[config.mk]
export PLATFORM = sky130hd
export DESIGN_NAME = spi_mnrch_mc
export DESIGN_NICKNAME = d
export VERILOG_FILES = /design/src/rtl/spi_pkg.sv /design/src/rtl/spi_sclk_gen.sv /design/src/rtl/spi_mnrch_mc.sv
export SDC_FILE = /design/constraint.sdc
export NUM_CORES = 1
export LEC_CHECK = 0
export BUFFER_PORTS_ARGS = -buffer_cell sky130_fd_sc_hd__clkbuf_2
export CORE_AREA = 2 2 68 70
export DETAILED_ROUTE_END_ITERATION = 12
export DIE_AREA = 0 0 70 72
export PLACE_DENSITY = 0.92
export SLEW_MARGIN = 0
export SYNTH_ARGS = -nofsm -noshare
export SYNTH_HDL_FRONTEND = slang
export SYNTH_SLANG_ARGS = --single-unit
export TNS_END_PERCENT = 30
[constraint.sdc]
create_clock -name clk -period 5.1 [get_ports clk]
set_input_delay 1.02 -clock clk [delete_from_list [all_inputs] [get_ports clk]]
set_output_delay 1.02 -clock clk [all_outputs]
set_load 0.02 [all_outputs]
[src/rtl/spi_pkg.sv]
// Shared types and helpers for the parametrised SPI monarch.
package spi_pkg;

  typedef enum logic [1:0] {IDLE, FRONTP, XFER, BACKP} state_t;

  typedef struct packed {
    logic cpol;
    logic cpha;
  } spi_mode_t;

  function automatic int clog2(input int v);
    int r;
    r = 0;
    for (int i = 0; i < 31; i++) begin
      if ((1 << i) < v) r = i + 1;
    end
    return r;
  endfunction

endpackage

[src/rtl/spi_sclk_gen.sv]
// SCLK timebase: free-running half-period counter that emits edge and porch strobes.
module spi_sclk_gen
  import spi_pkg::*;
#(
  parameter int DIV_W = 4
)(
  input  logic   clk,
  input  logic   rst_n,
  input  logic   i_load,
  input  state_t i_state,
  output logic   o_lead_stb,
  output logic   o_trail_stb,
  output logic   o_porch_stb
);

  localparam int CW = DIV_W - 1;

  logic [CW-1:0] r_cnt;
  logic          r_phase;
  logic          w_tick;

  assign w_tick = (i_state != IDLE) && (r_cnt == {CW{1'b1}});

  // r_phase is 0 when the next SCLK edge is a leading one
  always_ff @(posedge clk or negedge rst_n) begin
    if (!rst_n) begin
      r_cnt   <= '0;
      r_phase <= 1'b0;
    end else if (i_load) begin
      r_cnt   <= '0;
      r_phase <= 1'b0;
    end else if (i_state != IDLE) begin
      r_cnt <= r_cnt + CW'(1);
      if (w_tick && (i_state != BACKP)) r_phase <= ~r_phase;
    end
  end

  assign o_lead_stb  = w_tick && !r_phase && ((i_state == FRONTP) || (i_state == XFER));
  assign o_trail_stb = w_tick &&  r_phase &&  (i_state == XFER);
  assign o_porch_stb = w_tick && (i_state == BACKP);

endmodule

[src/rtl/spi_mnrch_mc.sv]
// Parametrised full-duplex MSB-first SPI monarch with per-transfer CPOL/CPHA.
module spi_mnrch_mc
  import spi_pkg::*;
#(
  parameter  int DATA_W = 16,
  parameter  int DIV_W  = 4,
  parameter  int NUM_SS = 2,
  localparam int SEL_W  = (clog2(NUM_SS) > 1) ? clog2(NUM_SS) : 1
)(
  input  logic              clk,
  input  logic              rst_n,
  input  logic              wrt,
  input  logic [DATA_W-1:0] cmd,
  input  logic [SEL_W-1:0]  ss_sel,
  input  logic              cpol,
  input  logic              cpha,
  input  logic              MISO,
  output logic              SCLK,
  output logic              MOSI,
  output logic [NUM_SS-1:0] SS_n,
  output logic              done,
  output logic              busy,
  output logic [DATA_W-1:0] rd_data
);

  localparam int BCW = clog2(DATA_W) + 1;

  state_t            r_state;
  spi_mode_t         r_mode;
  logic [DATA_W-1:0] r_sreg;
  logic              r_smpl;
  logic [BCW-1:0]    r_bitcnt;
  logic [NUM_SS-1:0] r_ss_n;
  logic              r_sclk;
  logic              r_done;
  logic              r_busy;
  logic              r_fin;

  logic              w_load;
  logic              w_lead;
  logic              w_trail;
  logic              w_porch;
  logic [DATA_W-1:0] w_shift;

  // r_fin blocks a start in the very cycle done rises
  assign w_load  = (r_state == IDLE) && wrt && !r_fin;
  assign w_shift = {r_sreg[DATA_W-2:0], r_smpl};

  spi_sclk_gen #(.DIV_W(DIV_W)) u_sclk_gen (
    .clk         (clk),
    .rst_n       (rst_n),
    .i_load      (w_load),
    .i_state     (r_state),
    .o_lead_stb  (w_lead),
    .o_trail_stb (w_trail),
    .o_porch_stb (w_porch)
  );

  always_ff @(posedge clk) begin
    if ((w_lead && !r_mode.cpha) || (w_trail && r_mode.cpha)) r_smpl <= MISO;
  end

  always_ff @(posedge clk or negedge rst_n) begin
    if (!rst_n) begin
      r_state  <= IDLE;
      r_mode   <= '{cpol: 1'b1, cpha: 1'b0};
      r_sreg   <= '0;
      r_bitcnt <= '0;
      r_ss_n   <= '1;
      r_sclk   <= 1'b1;
      r_done   <= 1'b0;
      r_busy   <= 1'b0;
      r_fin    <= 1'b0;
    end else begin
      r_fin <= 1'b0;
      case (r_state)
        IDLE: begin
          if (w_load) begin
            r_sreg      <= cmd;
            r_mode.cpol <= cpol;
            r_mode.cpha <= cpha;
            r_bitcnt    <= '0;
            r_sclk      <= cpol;
            r_busy      <= 1'b1;
            r_done      <= 1'b0;
            for (int i = 0; i < NUM_SS; i++) r_ss_n[i] <= (ss_sel != SEL_W'(i));
            r_state     <= FRONTP;
          end
        end
        FRONTP: begin
          // Edge 1 is leading; in CPHA=1 it never shifts
          if (w_lead) begin
            r_sclk  <= ~r_sclk;
            r_state <= XFER;
          end
        end
        XFER: begin
          if (w_lead) begin
            r_sclk <= ~r_sclk;
            if (r_mode.cpha) begin
              r_sreg   <= w_shift;
              r_bitcnt <= r_bitcnt + BCW'(1);
            end
          end
          if (w_trail) begin
            r_sclk <= ~r_sclk;
            if (!r_mode.cpha) begin
              r_sreg   <= w_shift;
              r_bitcnt <= r_bitcnt + BCW'(1);
            end
            if (r_bitcnt == BCW'(DATA_W - 1)) r_state <= BACKP;
          end
        end
        BACKP: begin
          if (w_porch) begin
            if (r_mode.cpha) r_sreg <= w_shift;
            r_ss_n  <= '1;
            r_done  <= 1'b1;
            r_busy  <= 1'b0;
            r_fin   <= 1'b1;
            r_state <= IDLE;
          end
        end
        default: r_state <= IDLE;
      endcase
    end
  end

  assign SCLK    = r_sclk;
  assign MOSI    = r_sreg[DATA_W-1];
  assign SS_n    = r_ss_n;
  assign done    = r_done;
  assign busy    = r_busy;
  assign rd_data = r_sreg;

endmodule

; Yosys cells after proc, flatten, opt, wreduce, memory -nomap -nowiden
; Cells that the tools add are included.
[classes]
div_mod_pow = 0
bitwise_logic = 3
muxes = 39
shifts = 0
eq_ne = 11
mul = 0
reduce_logical = 31
order_cmp = 0
n_addsub = 2
[op_table]
columns = operator, count
row1 = 2-to-1 mux 16 bit, 6
row2 = case mux 16 bit (3 select lines), 1
row3 = 2-to-1 mux 5 bit, 5
row4 = 2-to-1 mux 2 bit, 7
row5 = 2-to-1 mux 1 bit, 12
row6 = logical AND 1 bit, 11
row7 = case mux 5 bit (2 select lines), 1
row8 = nonzero test 2 bit, 5
row9 = "!= test 2 bit, second input constant", 4
row10 = case mux 2 bit (4 select lines), 1
row11 = AND reduction 2 bit, 4
row12 = 2-to-1 mux 3 bit, 2
row13 = AND reduction 3 bit, 2
row14 = nonzero test 3 bit, 2
row15 = "adder 5 x 1 -> 5 bit, second input constant", 1
row16 = "equality test 5 x 4 -> 1 bit, second input constant", 1
row17 = AND reduction 5 bit, 1
row18 = "equality test 2 bit, second input constant", 2
row19 = "!= test 2 x 1 -> 1 bit, second input constant", 2
row20 = case mux 1 bit (2 select lines), 2
row21 = case mux 2 bit (2 select lines), 1
row22 = "adder 3 x 1 -> 3 bit, second input constant", 1
row23 = "equality test 3 bit, second input constant", 1
row24 = zero test 1 bit, 3
row25 = 5 further kinds, 8
[totals]
n_memories = 0
latch_bits = 0
elab_cells = 98
ram_bits = 0
rom_bits = 0
ff_bits = 35

; Logic depth before layout (Yosys ltp)
; Gate-level depths: netlist of run 1.
[depth]
word_depth = 8
ltp_mapped = 8
ltp_nobuf = 6

; Hierarchy
; From an unflattened synthesis of run 1, not the netlist that was laid out.
[unflattened]
cells_unflattened = 192
area_unflattened_um2 = 2065.7
[by_module_without_submodules]
columns = module, seq_area_each_um2, cells_per_inst, area_per_inst_um2, instances
row1 = spi_mnrch_mc, 784.5, 167, 1776.7, 1
row2 = spi_sclk_gen, 100.1, 25, 289.0, 1

; Worst setup path after synthesis of run 1
; Ideal clock, no wire load.
[synth_timing]
path_kind = input -> register
start = input port wrt
end = register r_state[1]
n_path_buf = 0
arrival_time_ns = 1.926
slack_ns = 3.047
path_stages = 4
setup_ns = 0.128
cell_sequence = nand2b_1 -> a21o_1 -> a221oi_2 -> mux2_1
[synth_between]
elab_chain_len = 4
[synth_rtl]
columns = item, line_no
row1 = from (decl), spi_mnrch_mc.sv:12  ; input logic wrt,
row2 = logical AND 1 bit (2 in a row), spi_mnrch_mc.sv:46  ; assign w_load = (r_state == IDLE) && wrt && !r_fin;
row3 = != test 2 x 1 -> 1 bit (no source line), n/a
row4 = AND reduction 5 bit (no source line), n/a
row5 = to (signal assigned), spi_mnrch_mc.sv:65  ; r_state <= IDLE;
row6 = to (signal assigned), spi_mnrch_mc.sv:87  ; r_state <= FRONTP;
row7 = to (signal assigned), spi_mnrch_mc.sv:94  ; r_state <= XFER;
row8 = to (decl), spi_mnrch_mc.sv:28  ; state_t r_state;
; No other way between the ends.
; A chain may end at the register's enable or synchronous reset.

; Worst setup path after layout of run 1
[layout_timing]
start = register r_state[0]
end = register r_state[1]
[layout_between]
elab_chain_len = 6
elab_cells_between_ends = 21
classes_between = eq/ne: 8 / mux: 1 / reduce/logical: 12
[layout_rtl]
columns = item, line_no
row1 = nonzero test 2 bit, spi_sclk_gen.sv:22  ; assign w_tick = (i_state != IDLE) && (r_cnt == {CW{1'b1}});
row2 = logical AND 1 bit, spi_sclk_gen.sv:22
row3 = "logical AND 1 bit, on equally long branches (2 in a row)", "spi_sclk_gen.sv:39, spi_sclk_gen.sv:38"
row4 = != test 2 bit (no source line), n/a
row5 = AND reduction 5 bit (no source line), n/a
; Parallel ways exist; a longest one is shown, timed or not.

==> results of run 1 <==
power by group through the flow:
stage / sequential [W] / clock (W) / combinational [W]
global route: 0.000280 / 0.000221 / 0.0000185
finish: 0.000280 / 0.000207 / 0.0000165
detailed placement: 0.000285 / 0 / 0.0000168
floorplan: 0.000286 / 0 / 0.00000180
CTS: 0.000280 / 0.000205 / 0.0000168
global placement: 0.000285 / 0 / 0.0000166
final cells by class:
type | instances | area [um^2]
clock buffer | 7 | 86.33
clock inverter | 1 | 3.754
tap | 52 | 65.06
sequential | 35 | 884.6
fill | 343 | 1494
multi-input combinational | 185 | 1473
inverter | 10 | 37.54
timing repair buffer | 44 | 220.2
placed cells by master, fill, tap and decap left out, types with 7 or more instances in the layout:
cell,n
dfrtp_1,31
ha_1,9
nor2_1,9
a22oi_1,11
o211ai_2,9
mux2_1,12
inv_1,9
o21ai_1,7
mux2i_1,17
clkbuf_2,44
nand2_1,10
nand3_1,12
a22o_1,13
nand2b_1,8
a21oi_1,12
o211ai_1,7
logic make-up after synthesis:
group / after synthesis / share of synthesized area
AND/OR/NAND/NOR: 60 / 0.1442
flip-flops: 35 / 0.3540
multiplexers: 30 / 0.1267
AO/OA/AOI/OAI: 84 / 0.2664
XOR/XNOR: 2 / 0.007012
buffers and inverters: 29 / 0.05658
adder cells (fa/ha/maj): 9 / 0.04507
per-stage QoR:
stage | util | instances | hold slack, ns | area [um^2]
3_5_place_dp | 0.6285 | 326 | 0.4879 | 2680
5_1_grt | 0.6496 | 334 | 0.5387 | 2770
4_1_cts | 0.6496 | 334 | 0.4967 | 2770
2_1_floorplan | - | 249 | 0.4527 | 2499
6_report | 0.6496 | 334 | 0.4916 | 2770
3_3_place_gp | 0.6285 | 326 | 0.4761 | 2680
path summary, 6_finish.rpt:
kind | slack [ns] | end | cells after the start
worst max-delay path | 2.42 | r_state[1]$_DFFE_PN0P_ | 6
worst min-delay path | 0.49 | u_sclk_gen.r_cnt[0]$_DFFE_PN0P_ | 1
worst max register to register | 2.42 | r_state[1]$_DFFE_PN0P_ | 6
worst min register to register | 0.49 | u_sclk_gen.r_cnt[0]$_DFFE_PN0P_ | 1
max in group asynchronous | 3.74 | r_bitcnt[3]$_DFFE_PN0P_ | 1
min in group asynchronous | 0.83 | r_state[0]$_DFFE_PN0P_ | 1
synth_stat cells (all sizes together) (2+ instances only):
master and instances:
clkbuf 5, nand3 12, o21ai 10, nor3b 6, dfrtp 31, a22o 13, a22oi 11, o221ai 5
and3b 2, nand2 10, nor2 10, inv 10, a31oi 2, o211ai 16, ha 9, a21oi 13
nand2b 8, mux2i 17, mux2 13, nand3b 3, xor2 2, o22ai 3, dfstp 3, and3 3
buf 14, and2 2
registers in the layout, indices dropped and copies added, names as in the netlist:
name / count
SCLK: 1
SS_n: 2
busy: 1
done: 1
r_bitcnt: 5
r_fin: 1
r_mode: 1
r_smpl: 1
r_state: 2
rd_data: 16
u_sclk_gen.r_cnt: 3
u_sclk_gen.r_phase: 1
critical path, delay by kind of cell (launching register included):
kind / cells / cell delay (ns)
simple gates: 2 / 1.00
fa+ha+maj: 1 / 0.46
flops: 1 / 0.40
mux: 1 / 0.34
compound gates: 1 / 0.25
buf+inv: 1 / 0.09
routing by layer:
| layer | up-vias | global-route usage |
|---|---|---|
| li1 | 1008 | - |
| met1 | 1054 | 0.3235 |
| met2 | 73 | 0.3958 |
| met3 | 11 | 0.05556 |
| met4 | 0 | 0.08120 |
| met5 | - | 0 |
==> flow_metrics.env, run 1 <==
export IMPL_rows=24
export IMPL_drt_total_wl_um=5858
export IMPL_cp_arrival_ns=2.84
export IMPL_clk_pin_slew_ns=0.07
export IMPL_synth_edf_count=1
export IMPL_gp_congestion=0.8644
export IMPL_grt_ovfl_total=0
export IMPL_wl_met3_um=386
export IMPL_cts_sinks=35
export IMPL_antenna_found_initial=0
export IMPL_post_cts_resized=0
export IMPL_cts_tree="built"
export IMPL_critPathRequiredTime_ns=5.27
export IMPL_slew_violations=0
export IMPL_hp_class="reg2reg"
export IMPL_syn_to_final_growth_pct=10.87
export IMPL_ios=45
export IMPL_critPathCaptureType="flop"
export IMPL_post_route_period_util=0.5248
export IMPL_vias=2146
export IMPL_cp_max_fo=12
export IMPL_max_cap_viol_count=0
export IMPL_yosysWarnings=0
export IMPL_synthCells=249
export IMPL_ctsLongestPathBuffers=2
export IMPL_leakagePower_nw=1.145
export IMPL_status="finished, final reports clean"
export IMPL_num_nets_final=313
export IMPL_r2r_start="r_state[0]$_DFFE_PN0P_"
export IMPL_start_kind="flop"
export IMPL_firstDrtPassIters=4
export IMPL_die_y_um=72
export IMPL_p_per_area_nw_per_um2=181.6
export IMPL_synth_fp_nets=281
export IMPL_clk_latency_ns=0.28
export IMPL_antennaDiodeCount=0
export IMPL_max_slew_margin=0.2787
export IMPL_tightest_slew_ns=1.082
export IMPL_p_sw_w=0.0001081
export IMPL_synth_top_cell_area_share=0.3105
export IMPL_cts_root_buf="clkbuf_8"
export IMPL_grt_pass1_vias=2057
export IMPL_cts_setup_buffers=0
export IMPL_route_met2_wl_um=2759
export IMPL_yosysUniqueCellTypes=52
export IMPL_portBuffers=44
export IMPL_hold_start="u_sclk_gen.r_cnt[0]$_DFFE_PN0P_"
export IMPL_synth_largest_area_cell="dfrtp_1"
export IMPL_synth_area_leaders="dfrtp_1 31%, mux2i_1 6.8%, mux2_1 5.4%, a22o_1 4.6%, ha_1 4.5%"
export IMPL_skew_ns=0.004025
export IMPL_p_total_w=0.0005032
export IMPL_ys_ff_latch=35
export IMPL_cts_made_buffers=5
export IMPL_max_freq_mhz=373.7
export IMPL_gr_usage_all_layers=0.2430
export IMPL_final_layout_size_suffix_gt1_frac=0.2447
export IMPL_syn_area_um2=2499
export IMPL_synthArstFlopShare=0.9714
export IMPL_cp_cell_sequence="inv_1 > ha_1 > nor4bb_4 > nor2_1 > a221oi_2 > mux2_1"
export IMPL_setup_worst_path_start="r_state[0]$_DFFE_PN0P_"
export IMPL_layout_min_cycle_time_ns=2.676
export IMPL_ctsHoldBuffers=0
export IMPL_yosysSeqAreaShare=0.3540
export IMPL_path_class="reg2reg"
export IMPL_met1_length_um=2621
export IMPL_swShare=0.2148
export IMPL_ir_drop_uv=114.5
export IMPL_dp_hpwl_um=4014
export IMPL_power_internal_w=0.0003951
export IMPL_fp_dieArea_um2=5040
export IMPL_grt_max_degree=35
export IMPL_avgRoutedWirePerCell_um=17.54
export IMPL_layout_setup_ws_ns=2.424
export IMPL_cpMaxStageDelayCell="nor4bb_4"
export IMPL_synth_flop_cell="dfrtp_1"
export IMPL_viasPerCell=6.425
export IMPL_power_frac_comb=0.033
export IMPL_grt_pass1_wl_um=9804
export IMPL_die_w_um=70
export IMPL_grt_setup_unrepaired="no"
export IMPL_syn_avg_cell_area_um2=10.03
export IMPL_topRoutingLayerUsed="met4"
export IMPL_start_util=0.5860
export IMPL_coreArea_um2=4264
export IMPL_preCtsSetupSlack_ns=2.444
export IMPL_setup_viol=0
export IMPL_hold_viol=0
export IMPL_power_frac_seq=0.556
export IMPL_drc=0
export IMPL_tns_ns=0
export IMPL_ant_nets=0
export IMPL_drtIter0Drc=226
export IMPL_htreeDepth=2
export IMPL_cpPeakStageDelay_ns=0.90
export IMPL_p_clk_frac=0.411
Note: power is estimated with default switching activity, not from simulation.
==> run 2: changes to the inputs <==
--- a/config.mk
+++ b/config.mk
@@ -5,11 +5,12 @@
 export SDC_FILE = /design/constraint.sdc
 export NUM_CORES = 1
 export LEC_CHECK = 0
+export ABC_AREA = 1
 export BUFFER_PORTS_ARGS = -buffer_cell sky130_fd_sc_hd__clkbuf_2
-export CORE_AREA = 2 2 68 70
+export CORE_AREA = 2 2 74 76
 export DETAILED_ROUTE_END_ITERATION = 12
-export DIE_AREA = 0 0 70 72
-export PLACE_DENSITY = 0.92
+export DIE_AREA = 0 0 76 78
+export PLACE_DENSITY = 0.84
 export SLEW_MARGIN = 0
 export SYNTH_ARGS = -nofsm -noshare
 export SYNTH_HDL_FRONTEND = slang
==> constraint.sdc (replaced) <==
create_clock -name clk -period 2.2 [get_ports clk]
set_input_delay 0.44 -clock clk [delete_from_list [all_inputs] [get_ports clk]]
set_output_delay 0.44 -clock clk [all_outputs]
set_load 0.02 [all_outputs]
==> run 2 against run 1 <==
Die area rose by 18%. Combinational power grew to 180 times the previous value. The run now ends with hold timing left. Synthesized cell count up 57%. Non-clock buffer count grew 13. Critical path depth increased by 4. Critical endpoint is now rd_data[8]$_DFFE_PN0P_. Register-to-register slack lost 2.2 ns. Clock-buffer cell count fell by 2. Final cell count grew 52%. Clock skew increased by 0.0032 ns. Utilization shrank 5.4 points. Sequential power increased to 4.4 times the previous value. Area after synthesis is 2.5% higher.
==> flow_metrics.env, run 2 <==
export IMPL_path_class="reg2reg"
export IMPL_synth_top_cell_area_share=0.3030
export IMPL_ys_ff_latch=35
export IMPL_synth_simple_area_share=0.3338
export IMPL_ir_drop_uv=738.2
export IMPL_synthMuxAreaShare=0
export IMPL_grt_ovfl_total=0
export IMPL_layout_min_cycle_time_ns=1.997
export IMPL_vias=2626
export IMPL_status="finished with violations"
export IMPL_synth_area_leaders="dfrtp_1 30%, nand2_1 18%, nor2_1 9.1%, o21ai_0 7.2%, a21oi_1 5.7%"
export IMPL_largest_reg_flops=16
export IMPL_num_nets_final=469
export IMPL_skew_ns=0.007263
export IMPL_start_kind="flop"
export IMPL_ios=45
export IMPL_ctsHoldBuffers=0
export IMPL_clk_latency_ns=0.30
export IMPL_synth_xor_area_share=0
export IMPL_cpPeakStageDelay_ns=0.41
export IMPL_gp_congestion=0.8500
export IMPL_syn_area_um2=2560
export IMPL_cpMostUsedCell="nand2_2"
export IMPL_layout_commonest_cell="nand2_1"
export IMPL_grt_pass1_wl_um=11140
export IMPL_final_layout_size_suffix_gt1_frac=0.2169
export IMPL_drc=0
export IMPL_post_route_period_util=0.9079
export IMPL_cpMaxStageDelayCell="dfrtp_1"
export IMPL_whs_ns=-0.003200
export IMPL_synth_largest_area_cell="dfrtp_1"
export IMPL_syn_avg_cell_area_um2=6.547
export IMPL_tns_ns=0
export IMPL_antenna_found_initial=0
export IMPL_synthCells=391
export IMPL_synth_adder_area_share=0.04399
export IMPL_final_cell_mix="122 x nand2_1, 61 x nor2_1, 44 x clkbuf_2"
export IMPL_portBuffers=44
export IMPL_rows=26
export IMPL_p_per_area_nw_per_um2=1631
export IMPL_htreeDepth=2
export IMPL_critPathRequiredTime_ns=2.43
export IMPL_p_total_w=0.004901
export IMPL_cts_sinks=35
export IMPL_drtIter0Drc=284
export IMPL_ant_nets=0
export IMPL_yosysSeqAreaShare=0.3456
export IMPL_cts_root_buf="clkbuf_8"
export IMPL_cp_max_fo=17
export IMPL_tightest_slew_ns=0.5615
export IMPL_coreArea_um2=5042
export IMPL_ctsLongestPathBuffers=2
export IMPL_cp_arrival_ns=2.23
export IMPL_viasPerCell=5.169
export IMPL_syn_to_final_growth_pct=17.35
export IMPL_max_slew_margin=0.6256
export IMPL_synth_compound_area_frac=0.1833
export IMPL_nFillCells=476
export IMPL_synth_top_family_by_area="simple AND/OR/NAND/NOR gates"
export IMPL_start_util=0.5077
export IMPL_synth_edf_count=1
export IMPL_cp_cell_sequence="inv_1 > ha_2 > nand3_4 > nand2_1 > nand2_2 > nand2_2 > nand2_4 > inv_4 > nor2_1 > a21oi_1"
export IMPL_fp_dieArea_um2=5928
export IMPL_critPathCaptureType="flop"
export IMPL_synth_flop_cell="dfrtp_1"
export IMPL_path_delay_family="simple AND/OR/NAND/NOR gates"
export IMPL_failed_checks="hold timing"
export IMPL_die_y_um=78
export IMPL_drt_total_wl_um=6469
export IMPL_leakagePower_nw=1.567
export IMPL_die_w_um=76
export IMPL_avgRoutedWirePerCell_um=12.73
export IMPL_yosysUniqueCellTypes=26
export IMPL_max_cap_viol_count=0
export IMPL_antennaDiodeCount=0
export IMPL_grt_pass1_vias=2474
export IMPL_crit_buf_inv=2
export IMPL_setup_worst_path_start="r_state[0]$_DFFE_PN0P_"
export IMPL_cts_tree="built"
export IMPL_hold_viol=6
export IMPL_gr_usage_all_layers=0.2307
export IMPL_cts_made_buffers=5
export IMPL_setup_viol=0
export IMPL_firstDrtPassIters=4
export IMPL_hp_class="in2async"
export IMPL_yosys_top_cells_count="123 x nand2_1, 62 x nor2_1, 37 x o21ai_0"
export IMPL_r2r_start="r_state[0]$_DFFE_PN0P_"
export IMPL_grt_setup_unrepaired="no"
export IMPL_max_freq_mhz=500.7
export IMPL_dp_hpwl_um=4592
export IMPL_yosysMostFrequentCell="nand2_1"
export IMPL_synthArstFlopShare=0.9714
export IMPL_clk_pin_slew_ns=0.08
export IMPL_grt_max_degree=26
export IMPL_synth_fp_nets=423
export IMPL_slew_violations=0
export IMPL_yosysWarnings=0
-- run 2: cell count changes after synthesis, moves of 7 or more --
cell      previous run  this run
inv_1                9        30
a22oi_1             11         0
nand2b_1             8         0
o21ai_0              3        37
o211ai_1             7         0
mux2i_1             17         0
mux2_1              12         0
a21oi_2              0        10
nor2_1               9        62
o211ai_2             9         0
a21oi_1             12        29
a22o_1              13         0
nand2_1             10       123
-- run 2: power breakdown --
group,switching (W),internal (W),total [W]
Sequential,0.000305,0.000937,0.00124
Clock,0.000261,0.000452,0.000713
Combinational,0.00194,0.00100,0.00295
Total,0.00251,0.00239,0.00490
-- run 2: worst reg2reg max path, cell delays in order (launching register included) --
cell	delay, ns
dfrtp_1	0.41
inv_1	0.12
ha_2	0.34
nand3_4	0.16
nand2_1	0.12
nand2_2	0.08
nand2_2	0.11
nand2_4	0.16
inv_4	0.23
nor2_1	0.07
a21oi_1	0.12
-- run 2: final cells by class --
class,instances,area (um^2),area share
Clock buffer,5,68.82,0.02291
Multi-Input combinational cell,303,1444,0.4806
Inverter,35,133.9,0.04456
Tap cell,70,87.58,0.02915
Timing Repair Buffer,57,317.8,0.1058
Clock inverter,3,67.56,0.02249
Sequential cell,35,884.6,0.2945
-- run 2: logic make-up (layout without fill, tap and decap cells) --
logic type                 after synthesis  after routing
buffers and inverters                   53            100
DFF                                     35             35
adders and majority gates                9              9
AOI/OAI and AO/OA                       85             85
and+or+nand+nor                        209            209
-- run 2: worst paths after layout --
path / end / slack, ns / cells after the start
setup / recovery: rd_data[8]$_DFFE_PN0P_ / 0.20 / 10
hold / removal: rd_data[14]$_DFFE_PN0P_ / -0.003 / 1
setup reg to reg: rd_data[8]$_DFFE_PN0P_ / 0.20 / 10
hold reg to reg: u_sclk_gen.r_cnt[0]$_DFFE_PN0P_ / 0.49 / 1
max in group asynchronous: SS_n[0]$_DFFE_PN1P_ / 1.53 / 2
min in group clk: r_smpl$_DFFE_PP_ / 0.31 / 1
-- run 2: routing by layer --
metal | track usage | part of all wire | vias to the layer above
met1 | 0.2972 | 0.44 | 1195
met2 | 0.3750 | 0.48 | 85
met4 | 0.09636 | 0.013 | 0
met5 | 0 | 0 | -
met3 | 0.05233 | 0.065 | 9
li1 | - | - | 1337
-- run 2: what timing repair did --
item	in CTS	in global routing
buffers inserted	0	0
endpoints found under the hold margin	0	0
setup endpoints to repair	0	19
resized for setup	0	3
-- run 2: stage by stage --
stage	cells	util	setup WS (ns)	instance area, um^2
after floorplan	391	-	0.5374	2560
after global placement	500	0.5672	0.1622	2860
after detailed placement	500	0.5672	0.07956	2860
after CTS	508	0.5943	0.06645	2997
after global routing	508	0.5958	0.01168	3004
final	508	0.5958	0.2027	3004
==> run 3: changes to the inputs <==
--- a/config.mk
+++ b/config.mk
@@ -5,12 +5,11 @@
 export SDC_FILE = /design/constraint.sdc
 export NUM_CORES = 1
 export LEC_CHECK = 0
-export ABC_AREA = 1
 export BUFFER_PORTS_ARGS = -buffer_cell sky130_fd_sc_hd__clkbuf_2
-export CORE_AREA = 2 2 74 76
+export CORE_AREA = 2 2 73 75
 export DETAILED_ROUTE_END_ITERATION = 12
-export DIE_AREA = 0 0 76 78
-export PLACE_DENSITY = 0.84
+export DIE_AREA = 0 0 75 77
+export PLACE_DENSITY = 0.85
 export SLEW_MARGIN = 0
 export SYNTH_ARGS = -nofsm -noshare
 export SYNTH_HDL_FRONTEND = slang
==> run 3 against run 2 <==
The flow now finishes without violations. Sequential share of layout area is 0.75 points higher. Highest routed layer unchanged. Largest cell class unchanged. First-iteration DRC count is 46% lower. Global-route usage is 0.087 points lower. Largest power group is now sequential cells. Critical path type unchanged.
==> flow_metrics.env, run 3 (synthesis gave the netlist of run 1 again) <==
export IMPL_multi_input_area_um2=1480
export IMPL_grtUsageMet2=0.3579
export IMPL_antennaDiodeCount=0
export IMPL_cts_tree="built"
export IMPL_portBuffers=44
export IMPL_ios=45
export IMPL_cpMaxStageDelayCell="dfrtp_1"
export IMPL_critPathRequiredTime_ns=2.41
export IMPL_ir_drop_uv=264.6
export IMPL_drtIter0Drc=153
export IMPL_critPathCaptureType="flop"
export IMPL_path_delay_family="buffers and inverters"
export IMPL_cpPeakStageDelay_ns=0.42
export IMPL_ctsHoldBuffers=0
export IMPL_gp_congestion=0.8038
export IMPL_avgRoutedWirePerCell_um=16.75
export IMPL_use_met1=0.3183
export IMPL_cts_made_buffers=5
export IMPL_tightest_slew_ns=0.8596
export IMPL_clk_pin_slew_ns=0.07
export IMPL_drc=0
export IMPL_cp_arrival_ns=2.27
export IMPL_grt_util_met3=0.04862
export IMPL_num_nets_final=328
export IMPL_drt_total_wl_um=6148
export IMPL_die_w_um=75
export IMPL_leakagePower_nw=1.219
export IMPL_skew_ns=0.007407
export IMPL_vias=2186
export IMPL_start_util=0.5020
export IMPL_ant_nets=0
export IMPL_ctsLongestPathBuffers=2
export IMPL_status="finished, final reports clean"
export IMPL_cts_root_buf="clkbuf_8"
export IMPL_nFillCells=427
export IMPL_max_cap_viol_count=0
export IMPL_grt_ovfl_total=0
export IMPL_r2r_start="r_state[0]$_DFFE_PN0P_"
export IMPL_largest_reg_flops=16
export IMPL_p_per_area_nw_per_um2=389.7
export IMPL_max_freq_mhz=486.7
export IMPL_whs_ns=0.2521
export IMPL_grt_setup_unrepaired="no"
export IMPL_htreeDepth=2
export IMPL_grt_pass1_vias=2169
export IMPL_layout_commonest_cell="clkbuf_2"
export IMPL_slew_violations=0
export IMPL_cp_cell_sequence="inv_1 > ha_1 > buf_4 > and3b_1 > buf_4 > o211ai_1 > xor2_1 > o21ai_1"
export IMPL_coreArea_um2=4977
export IMPL_rows=26
export IMPL_grt_pass1_wl_um=10320
export IMPL_cts_sinks=35
export IMPL_tns_ns=0
export IMPL_firstDrtPassIters=4
export IMPL_setup_worst_path_start="r_state[0]$_DFFE_PN0P_"
export IMPL_top_usage_layer="met2"
export IMPL_max_slew_margin=0.4270
export IMPL_dp_hpwl_um=4520
export IMPL_die_y_um=77
export IMPL_layout_min_cycle_time_ns=2.055
export IMPL_path_class="reg2reg"
export IMPL_viasPerCell=5.956
export IMPL_cp_max_fo=12
export IMPL_gr_usage_all_layers=0.2298
export IMPL_post_route_period_util=0.9339
export IMPL_syn_to_final_growth_pct=17.23
export IMPL_crit_buf_inv=3
export IMPL_grt_max_degree=35
export IMPL_antenna_found_initial=0
export IMPL_regArea_um2=884.6
export IMPL_final_cell_mix="44 x clkbuf_2, 31 x dfrtp_1, 17 x mux2i_1"
export IMPL_clk_latency_ns=0.29
export IMPL_hold_viol=0
export IMPL_hp_class="in2async"
export IMPL_setup_viol=0
export IMPL_final_layout_size_suffix_gt1_frac=0.2929
export IMPL_cpMostUsedCell="buf_4"
export IMPL_cts_setup_buffers=0
export IMPL_start_kind="flop"
export IMPL_fp_dieArea_um2=5775
run 3: cell count changes in the layout (fill, tap and decap cells not counted), moves of 7 or more:
cell | previous run | this run
nand2_1 | 122 | 10
nor2_1 | 61 | 8
o21ai_0 | 37 | 3
inv_1 | 30 | 9
a21oi_1 | 29 | 12
mux2i_1 | 0 | 17
a22o_1 | 0 | 13
mux2_1 | 0 | 12
a22oi_1 | 0 | 11
a21oi_2 | 10 | 0
o211ai_2 | 0 | 9
nand2b_1 | 0 | 8
o211ai_1 | 0 | 7
run 3: path summary, 6_finish.rpt:
| kind | endpoint | slack [ns] | cells past startpoint |
|---|---|---|---|
| setup / recovery | r_bitcnt[2]$_DFFE_PN0P_ | 0.15 | 8 |
| hold / removal | rd_data[5]$_DFFE_PN0P_ | 0.25 | 1 |
| setup reg to reg | r_bitcnt[2]$_DFFE_PN0P_ | 0.15 | 8 |
| hold reg to reg | u_sclk_gen.r_cnt[0]$_DFFE_PN0P_ | 0.50 | 1 |
| max in group asynchronous | u_sclk_gen.r_cnt[1]$_DFFE_PN0P_ | 1.41 | 1 |
| min in group clk | r_smpl$_DFFE_PP_ | 0.34 | 1 |
run 3: per-stage QoR:
stage | power, W | std cells | utilization | cell area [um^2] | setup slack [ns]
floorplan | 0.0006663 | 249 | - | 2499 | 0.2764
global placement | 0.0007000 | 359 | 0.5706 | 2840 | 0.1605
detailed placement | 0.0007007 | 359 | 0.5706 | 2840 | 0.05853
CTS | 0.001153 | 367 | 0.5870 | 2922 | 0.04395
global route | 0.001185 | 367 | 0.5885 | 2929 | 0.007855
finish | 0.001141 | 367 | 0.5885 | 2929 | 0.1455
run 3: area by class of cell:
cell class / count / share of cell area
clock buffer: 7 / 0.02606
clock inverter: 1 / 0.001709
inverter: 10 / 0.01282
multi-input combinational: 185 / 0.5053
sequential: 35 / 0.3020
tap: 70 / 0.02990
timing repair buffer: 59 / 0.1222
run 3: repair_timing:
item | in CTS | in global routing
resized for setup | 0 | 3
hold endpoints to repair | 0 | 0
setup endpoints to repair | 0 | 20
run 3: power breakdown:
group	leakage, nW	switching (W)	internal [W]
logic	0.817	0.0000212	0.0000173
registers	0.360	0.000000920	0.000648
clock network	0.0422	0.000232	0.000222
total	1.22	0.000254	0.000887
run 3: routing by layer:
| metal | vias to the layer above | share of wire |
|---|---|---|
| met4 | 0 | 0.0096 |
| met3 | 6 | 0.056 |
| li1 | 1045 | - |
| met2 | 60 | 0.49 |
| met5 | - | 0 |
| met1 | 1075 | 0.45 |
